<file path="config.mk">
export PLATFORM = sky130hd
export DESIGN_NAME = led_array_scanner
export DESIGN_NICKNAME = d
export VERILOG_FILES = /design/src/rtl/led_array_scanner.sv
export SDC_FILE = /design/constraint.sdc
export NUM_CORES = 1
export LEC_CHECK = 0
export BUFFER_PORTS_ARGS = -buffer_cell sky130_fd_sc_hd__buf_2
export CORE_UTILIZATION = 54
export DETAILED_ROUTE_END_ITERATION = 6
export PLACE_DENSITY = 0.76
export REMOVE_ABC_BUFFERS = 1
export SYNTH_ARGS = -nofsm -noshare
export SYNTH_HDL_FRONTEND = slang
export SYNTH_SLANG_ARGS = --single-unit
</file>
<file path="constraint.sdc">
create_clock -name clk -period 2.2 [get_ports clk]
set_input_delay 0.44 -clock clk [delete_from_list [all_inputs] [get_ports clk]]
set_output_delay 0.44 -clock clk [all_outputs]
set_load 0.01 [all_outputs]
</file>
<file path="src/rtl/led_array_scanner.sv">
// led_array_scanner: column sequencer and frame double-buffer for led_array_driver.
// Latency: IDLE->scan one cycle after run is sampled; a loaded frame shows at the next frame boundary.
// Backpressure: frame_ready = !pending_full, so one frame is held until the swap frees the buffer.
//
// Ports:
//   clk, rst            rising-edge clock, synchronous active-high reset
//   run                 enable scanning; checked at each column end (and in IDLE)
//   frame_in/_valid     new N*N image with its valid strobe (bit N*j+i = LED (i,j))
//   frame_ready         pending buffer empty, a frame can be taken this cycle
//   cells, x, ena       displayed image, column index and enable for the driver
//   frame_done          one-cycle pulse in the first cycle after column N-1 finishes
//
// Option: define LED_SCANNER_BLANK_EN to add a blanking interval of BLANK_CYCLES with
// ena=0 before each column. Without it, ena stays high while scanning and x steps
// directly between dwell periods.
module led_array_scanner #(
    parameter int N            = 5,
    parameter int DWELL_CYCLES = 1000,
    parameter int BLANK_CYCLES = 2
) (
    input  logic                   clk,
    input  logic                   rst,
    input  logic                   run,
    input  logic [N*N-1:0]         frame_in,
    input  logic                   frame_valid,
    output logic                   frame_ready,
    output logic [N*N-1:0]         cells,
    output logic [$clog2(N):0]     x,
    output logic                   ena,
    output logic                   frame_done
);

    localparam int MAXC  = (DWELL_CYCLES > BLANK_CYCLES) ? DWELL_CYCLES : BLANK_CYCLES;
    localparam int CNT_W = $clog2(MAXC + 1);
    localparam int XW    = $clog2(N) + 1;

    localparam logic [CNT_W-1:0] DWELL_LD = CNT_W'(DWELL_CYCLES - 1);
`ifdef LED_SCANNER_BLANK_EN
    localparam logic [CNT_W-1:0] BLANK_LD = CNT_W'(BLANK_CYCLES - 1);
`endif
    localparam logic [XW-1:0]    X_LAST   = XW'(N - 1);

    typedef enum logic [1:0] {
        IDLE  = 2'd0,
        BLANK = 2'd1,
        DRIVE = 2'd2
    } state_t;

    state_t           state;
    logic [CNT_W-1:0] cnt;
    logic [N*N-1:0]   pending;
    logic             pending_full;

    // Purely a function of registered state, so no path from frame_valid.
    assign frame_ready = !pending_full;

    always_ff @(posedge clk) begin
        if (rst) begin
            state        <= IDLE;
            cnt          <= '0;
            x            <= '0;
            ena          <= 1'b0;
            cells        <= '0;
            pending      <= '0;
            pending_full <= 1'b0;
            frame_done   <= 1'b0;
        end else begin
            frame_done <= 1'b0;

            // Load and swap are mutually exclusive: a load needs pending_full=0,
            // a swap needs pending_full=1, so the two never fight over the flag.
            if (frame_valid && !pending_full) begin
                pending      <= frame_in;
                pending_full <= 1'b1;
            end

            case (state)
                IDLE: begin
                    if (run) begin
`ifdef LED_SCANNER_BLANK_EN
                        state <= BLANK;
                        cnt   <= BLANK_LD;
`else
                        state <= DRIVE;
                        cnt   <= DWELL_LD;
                        ena   <= 1'b1;
`endif
                    end
                end

`ifdef LED_SCANNER_BLANK_EN
                BLANK: begin
                    if (cnt == '0) begin
                        state <= DRIVE;
                        cnt   <= DWELL_LD;
                        ena   <= 1'b1;
                    end else begin
                        cnt <= cnt - CNT_W'(1);
                    end
                end
`endif

                DRIVE: begin
                    if (cnt == '0) begin
                        // End of column: x is only ever written here, i.e. at the
                        // moment the driver is about to be blanked or stopped.
                        if (x == X_LAST) begin
                            frame_done <= 1'b1;
                            if (pending_full) begin
                                cells        <= pending;
                                pending_full <= 1'b0;
                            end
                        end
                        if (run) begin
                            x <= (x == X_LAST) ? '0 : x + XW'(1);
`ifdef LED_SCANNER_BLANK_EN
                            state <= BLANK;
                            cnt   <= BLANK_LD;
                            ena   <= 1'b0;
`else
                            cnt   <= DWELL_LD;
`endif
                        end else begin
                            // Stopping always parks on column 0 so a restart
                            // begins a fresh frame.
                            x     <= '0;
                            state <= IDLE;
                            ena   <= 1'b0;
                        end
                    end else begin
                        cnt <= cnt - CNT_W'(1);
                    end
                end

                default: begin
                    state <= IDLE;
                    ena   <= 1'b0;
                end
            endcase
        end
    end

endmodule

</file>
==> metrics.csv, run 1 <==
metric,value,unit
status,"finished, final reports clean",
final number of setup-violating endpoints,0,
io pins,61,
DRC errors left,0,
Die Ht,75.51,um
min cycle time layout,1.920,ns
fill count,454,
Cells after DPL,440,
PD cells,770.1,mW/mm2
mapped cell area,0.002918,mm2
total track usage,21.66,%
synth warn,0,
CP cell instances,inv_1 -> ha_1 -> nor3b_4 -> nand4_4 -> nor3_4 -> buf_12 -> mux2i_1,
Placement Cell Area,0.003269,mm2
Synth top cells by count,"dfxtp_1 (67), nand2_1 (56), nand2b_1 (50), a21oi_1 (31), mux2i_1 (26)",
R2R cell count,7,
Max VDD drop,0.0005767,V
Vias/cell,5.046,
# rows,26,
RSZ-0062 raised after global routing,no,
core area,0.005140,mm2
CTS tree,built,
"top cells by area, synth","dfxtp_1 (46%), nand2b_1 (11%), mux2i_1 (8.9%)",
first-pass GRT wire length,9114,um
final max-slew violation count,0,
"Reg clk slew, reported paths",0.08,ns
Leak Pwr,1.362,nW
Max Fanout on Critical Path,26,
complex-gate fraction of the synthesized area,11.19,%
Crit Path Class,reg2reg,
max-cap violations,0,
Synth top area share,45.97,%
Synth Area in XOR/XNOR,0.3002,%
Antenna Cells,0,
RD Place Congestion,0.8999,
largest net degree at the start of global routing,46,
Synth cell types,38,
vias in the first global route,2054,
# port buffers,60,
Final Instance Area,0.003485,mm2
Layout Nets,413,
Adder-Cell Fraction of Synth Area,1.286,%
Fmax,520.9,MHz
fin crit share,87.26,%
CP arrival,2.18,ns
Pre-antenna DRT Iters,4,
Main synth FF type,dfxtp_1,
Longest Clk Path Bufs,2,
H-Tree Depth,3,
DP Wirelength,3828,um
mux contribution to synthesized area,9.305,%
"EDFF count, synth",0,
required time worst endpoint,2.47,ns
DR vias,2296,
P&R area growth vs syn,19.43,%
post-synth top area cell,dfxtp_1,
crit end category,register,
Slew HR,53.69,%
"antenna viol nets, final",0,
slowest stage cell on the critical path,dfxtp_1,
Mapped Cells,325,
non-filler cells in the finished layout,455,
initial antenna violation count,0,
routed wire length,5681,um
wire per inst,12.49,um
First DRT Iteration DRCs,86,
"count leader, synth",dfxtp_1,
Clock Skews,0.007973,ns
hold buffers post-CTS,0,
Final Hold Viols,0,
register area share after synthesis,45.97,%
worst hold stages,3,
largest family of logic cells by synthesized area,simple AND/OR/NAND/NOR gates,
root buf cell,clkbuf_8,
simple-gate portion of the synthesized area,26.72,%
Clock Sinks,67,
Startpoint Class,register,
Slew @ Worst Pin,0.6883,ns
post-synthesis register bit count,67,
Initial Util,56.77,%
clk_lat worst skew,0.34,ns
CP peak stage delay,0.35,ns
Die Area,0.005701,mm2
Overflow after GRT,0,
Async SR Flop Fraction,0,%
class of the worst hold path,in2reg,
layout cell share with drive strength beyond 1,23.38,%
post-CTS sizing,0,
post-CTS setup buffers,0,
CTS Buf Count,9,
syn_area_per_cell,8.978,um2
die width,75.51,um
hold_ws,0.3252,ns
-- layer usage --
metal	wire length [um]	global-route usage, %
met1	2578	26.12
met2	2747	35.32
met3	201	4.762
met4	154	13.37
met5	0	0
-- where the power goes --
part	internal (mW)	total (mW)	switching (mW)
Sequential	1.26	1.31	0.0489
Combinational	0.124	0.272	0.148
Clock	0.633	1.10	0.470
-- cell families after synthesis --
kind of cell,count (synthesis)
AOI/OAI and AO/OA,55
xor gates and xnor gates,1
adders and majority gates,3
buffers and inverters,30
DFF,67
muxes,27
and+or+nand+nor,142
-- worst max-delay path, delay by kind of cell, from the launching register on --
family / cells / cell delay, ns
simple gates: 3 / 0.75
flops: 1 / 0.35
buf+inv: 2 / 0.30
mux: 1 / 0.23
fa+ha+maj: 1 / 0.20
-- layout make-up --
cell class	count	area, um2	area share (%)
tap	70	87.58	2.513
sequential	67	1341	38.49
clock buffer	9	123.9	3.555
inverter	8	30.03	0.8618
timing repair buffer	67	377.9	10.84
clock inverter	6	91.34	2.621
multi-input combinational	228	1433	41.11
-- path summary, 6_finish.rpt --
kind	startpoint	to	slack [ns]
setup / recovery	cnt[0]	cells[20]	0.28
hold / removal	frame_in[4]	pending[4]	0.33
setup reg to reg	cnt[0]	cells[20]	0.28
hold reg to reg	pending[3]	pending[3]	0.45
-- metrics by stage --
stage	TNS [ns]	total power [mW]	setup WS (ns)	utilization, %
after detailed placement	0	1.609	0.2866	63.61
final	0	2.683	0.2803	67.79
after global placement	0	1.596	0.4155	63.61
after CTS	0	2.711	0.2690	67.79
after global routing	0	2.800	0.1380	67.79
after floorplan	-16.93	1.498	-0.6542	-
-- layout by cell type, fill, tap and decap left out, types with 3 or more instances in the layout --
cell and instances:
o21ai_0 5, nand3_1 3, nand2b_1 50, or4_1 3, buf_2 60, a21oi_1 31, a211oi_1 10, or3_1 3
clkinvlp_4 3, nor2_1 5, inv_1 8, clkbuf_8 9, mux2i_1 26, nand2_1 56, dfxtp_1 67, buf_4 5
nor3_1 9, ha_1 3
-- state kept, by name, summed over array words and instances, names as in the netlist --
signal / count
cells: 25
pending: 25
cnt: 10
x: 4
ena: 1
frame_done: 1
pending_full: 1
(Power assumes the default switching activity.)
==> run 2: changes to the inputs <==
Settings changed: CAP_MARGIN set to 5, CORE_UTILIZATION 54 to 40, PLACE_DENSITY 0.76 to 0.58.
==> run 2 against run 1 <==
  * Core utilization decreased by 17 points
  * Critical path depth did not move
  * Clock-buffer cell count is 1 higher
  * Fmax rose by 1.4%
  * Sequential power is essentially flat
  * Flip-flop and latch count unchanged
  * Non-clock buffer count rose by 2
  * Power grew 0.12%
  * Largest cell class unchanged
  * Largest power group unchanged
  * Critical path type unchanged
==> metrics.csv, run 2 (synthesis results as in run 1) <==
metric,value,unit
RD Place Congestion,0.7512,
total track usage,16.27,%
First DRT Iteration DRCs,92,
Longest Clk Path Bufs,2,
die width,87.41,um
final setup margin,0.3075,ns
crit path from,cnt[0],
Leak Pwr,1.377,nW
post-CTS sizing,0,
largest net degree at the start of global routing,48,
hold buffers post-CTS,0,
"setup slack, reg-to-reg",0.31,ns
R2R cell count,7,
"antenna viol nets, final",0,
fin crit share,86.02,%
core area,0.006907,mm2
Vias/cell,4.707,
post-CTS setup buffers,0,
"commonest non-fill, non-tap cell in the layout",dfxtp_1,
most frequent cells in the layout,"dfxtp_1 (67), buf_2 (60), nand2_1 (56), nand2b_1 (50), a21oi_1 (31)",
routed wire length,5892,um
PD cells,762.8,mW/mm2
Fmax,528.4,MHz
slowest stage cell on the critical path,dfxtp_1,
reg2reg start,cnt[0],
fill count,744,
Max VDD drop,0.0003021,V
final number of setup-violating endpoints,0,
Clock Skews,0.008457,ns
total power,2.687,mW
Overflow after GRT,0,
initial antenna violation count,0,
CP cell instances,inv_1 -> ha_1 -> nor3b_4 -> nand4_4 -> nor3_4 -> buf_12 -> mux2i_1,
layout cell share with drive strength beyond 1,23.71,%
max-cap violations,0,
DP Wirelength,3927,um
pre-CTS setup slack,0.3272,ns
Max Fanout on Critical Path,26,
CP peak stage delay,0.35,ns
# port buffers,60,
wire per inst,12.17,um
# rows,30,
class of the worst hold path,in2reg,
min cycle time layout,1.893,ns
root buf cell,clkbuf_8,
Clock Sinks,67,
H-Tree Depth,3,
r2r endpoint,cells[3],
DR vias,2278,
clk_lat worst skew,0.33,ns
Crit Path Class,reg2reg,
CP endpoint,cells[3],
first-pass GRT wire length,9515,um
DRC errors left,0,
Layout Nets,415,
RSZ-0062 raised after global routing,no,
crit end category,register,
Die Area,0.007640,mm2
Antenna Cells,0,
Pre-antenna DRT Iters,4,
Final Hold Viols,0,
CTS Buf Count,9,
vias in the first global route,1972,
final max-slew violation count,0,
Final TNS setup,0,ns
Die Ht,87.41,um
Largest regs,"cells x25, pending x25, cnt x10",
io pins,61,
status,"finished, final reports clean",
Slew @ Worst Pin,0.7508,ns
Startpoint Class,register,
CP arrival,2.14,ns
P&R area growth vs syn,20.71,%
"Reg clk slew, reported paths",0.08,ns
Initial Util,42.25,%
required time worst endpoint,2.45,ns
CTS tree,built,
Slew HR,49.48,%
[run 2: cell types whose count changed in the layout (fill, tap and decap cells not counted)]
cell,before,now
clkinvlp_4,3,1
clkinv_2,0,1
buf_4,5,8
clkinv_4,1,2
buf_12,2,1
clkbuf_1,0,1
[run 2: power breakdown]
part	switching, mW	leakage (nW)	internal [mW]
combinational	0.149	0.723	0.124
clock	0.465	0.106	0.641
sequential	0.0486	0.547	1.26
[run 2: routing by layer]
layer | track usage (%) | vias up | wire length [um]
met2 | 24.08 | 43 | 2653
met3 | 3.507 | 4 | 237
met5 | 0 | - | 0
met4 | 7.601 | 0 | 44
li1 | - | 1219 | -
met1 | 22.50 | 1012 | 2958
[run 2: worst min-delay path by stage]
| stage | depth (start not counted) | slack, ns | from | to |
|---|---|---|---|---|
| after CTS | 3 | 0.32 | frame_in[24] | pending[24] |
| after detailed placement | 2 | 0.45 | pending[22] | pending[22] |
| after global placement | 2 | 0.44 | pending[3] | pending[3] |
| after global routing | 3 | 0.32 | frame_in[6] | pending[6] |
| after floorplan | 2 | 0.43 | pending[0] | pending[0] |
| final | 3 | 0.34 | frame_in[24] | pending[24] |
[run 2: through the flow]
stage	utilization [%]	hold WS [ns]	cell area, um2	std cells
floorplan	-	0.4308	2795	303
global placement	47.84	0.4424	3304	468
detailed placement	47.84	0.4480	3304	468
CTS	51.00	0.3199	3522	484
global route	51.00	0.3186	3522	484
finish	51.00	0.3389	3522	484
[run 2: area by class of cell]
type	count	area [um2]	share of cell area, %
Inverter	8	30.03	0.8526
Tap cell	96	120.1	3.410
Clock buffer	10	127.6	3.623
Multi-Input combinational cell	228	1433	40.67
Timing Repair Buffer	69	380.4	10.80
Sequential cell	67	1341	38.08
Clock inverter	6	90.09	2.558
[run 2: critical path, delay by kind of cell (launching register included)]
family        cells  cell delay [ns]
mux               1             0.22
buf+inv           2             0.31
simple gates      3             0.74
fa+ha+maj         1             0.19
flops             1             0.35
==> run 3: changes to the inputs <==
Settings changed: CAP_MARGIN 5 to 40, REMOVE_ABC_BUFFERS 1 to not set.
==> run 3 against run 2 <==
  * Global-route usage increased by 0.66 points
  * Die area is the same
  * Non-clock buffer count decreased by 3
  * Routed wire length is 1.5% higher
  * Core utilization fell by 0.24 points
  * Highest routed layer unchanged
==> metrics.csv, run 3 (synthesis results as in run 1) <==
metric,value,unit
H-Tree Depth,3,
Final Instance Area,0.003506,mm2
first-pass GRT wire length,9860,um
hold_ws,0.3307,ns
min cycle time layout,1.870,ns
layout cell share with drive strength beyond 1,23.12,%
fin crit share,85.00,%
post-CTS sizing,0,
GRT met2 Usage,25.78,%
HP Start,frame_in[15],
Vias/cell,4.794,
final number of setup-violating endpoints,0,
Placement Cell Area,0.003302,mm2
met1 usage,22.06,%
# port buffers,60,
RSZ-0062 raised after global routing,no,
met3 Use GR,7.014,%
Final TNS setup,0,ns
Final Hold Viols,0,
Pre-antenna DRT Iters,4,
# rows,30,
Largest regs,"cells x25, pending x25, cnt x10",
Leak Pwr,1.369,nW
Longest Clk Path Bufs,2,
Clock Skews,0.01029,ns
"Reg clk slew, reported paths",0.07,ns
CP peak stage delay,0.35,ns
Storage cell area,0.001341,mm2
final max-slew violation count,0,
Crit Path Class,reg2reg,
RD Place Congestion,0.7659,
Fmax,534.8,MHz
CTS tree,built,
post-CTS setup buffers,0,
wire per inst,12.44,um
Max Fanout on Critical Path,26,
total track usage,16.93,%
CTS Buf Count,9,
CP arrival,2.14,ns
most used routing layer,met2,
crit end category,register,
final setup margin,0.3300,ns
core area,0.006907,mm2
required time worst endpoint,2.47,ns
io pins,61,
DR vias,2306,
Die Ht,87.41,um
DP Wirelength,3822,um
First DRT Iteration DRCs,127,
Slew HR,48.19,%
max-cap violations,0,
Max VDD drop,0.0004106,V
die width,87.41,um
pre-CTS setup slack,0.3277,ns
Startpoint Class,register,
Layout Nets,412,
slowest stage cell on the critical path,dfxtp_1,
routed wire length,5983,um
Overflow after GRT,0,
CP cell instances,inv_1 -> ha_1 -> nor3b_4 -> nand4_4 -> nor3_4 -> buf_12 -> mux2i_1,
status,"finished, final reports clean",
Initial Util,42.25,%
reg2reg start,cnt[0],
PD cells,748.6,mW/mm2
Slew @ Worst Pin,0.7700,ns
DRC errors left,0,
vias in the first global route,2091,
crit path from,cnt[0],
"commonest non-fill, non-tap cell in the layout",dfxtp_1,
CP top delay family,simple AND/OR/NAND/NOR gates,
Antenna Cells,0,
fill count,700,
WP buf/inv,2,
"antenna viol nets, final",0,
hold buffers post-CTS,0,
initial antenna violation count,0,
Multi-input gate area,0.001433,mm2
largest net degree at the start of global routing,94,
root buf cell,clkbuf_8,
clk_lat worst skew,0.34,ns
P&R area growth vs syn,20.15,%
Die Area,0.007640,mm2
most frequent cells in the layout,"dfxtp_1 (67), buf_2 (60), nand2_1 (56), nand2b_1 (50), a21oi_1 (31)",
class of the worst hold path,in2reg,
Clock Sinks,67,
syn_nets,357,
==> run 3: final timing paths <==
path / end / slack [ns] / depth (start not counted)
min: pending[15] / 0.33 / 3
max: cells[17] / 0.33 / 7
max reg2reg: cells[17] / 0.33 / 7
min reg2reg: pending[16] / 0.46 / 2
==> run 3: cell type report <==
cell class,instances,share of cell area [%]
clock inverters,4,1.392
clock buffers,12,4.425
repair buffers,66,10.78
inverters,8,0.8565
multi-input cells,228,40.86
flip-flops and latches,67,38.26
well taps,96,3.426
==> run 3: report_power, final <==
part / leakage (nW) / internal [mW] / total [mW] / switching (mW)
Combinational: 0.716 / 0.124 / 0.275 / 0.150
Clock: 0.106 / 0.584 / 1.04 / 0.457
Sequential: 0.547 / 1.26 / 1.31 / 0.0479
==> run 3: worst min-delay path, stage by stage <==
cell     delay [ns]
buf_2          0.09
nand2_1        0.05
a21oi_1        0.05
==> run 3: layer usage <==
layer  part of all wire, %  wire, um
met1                    50      2967
met2                    44      2639
met3                   5.4       323
met4                  0.89        53
met5                     0         0
==> run 3: through the flow <==
step,power [mW],utilization [%],std cells
6_report,2.624,50.76,481
5_1_grt,2.763,50.76,481
4_1_cts,2.659,50.76,481
3_5_place_dp,1.612,47.81,465
3_3_place_gp,1.603,47.59,464
2_1_floorplan,1.523,-,325
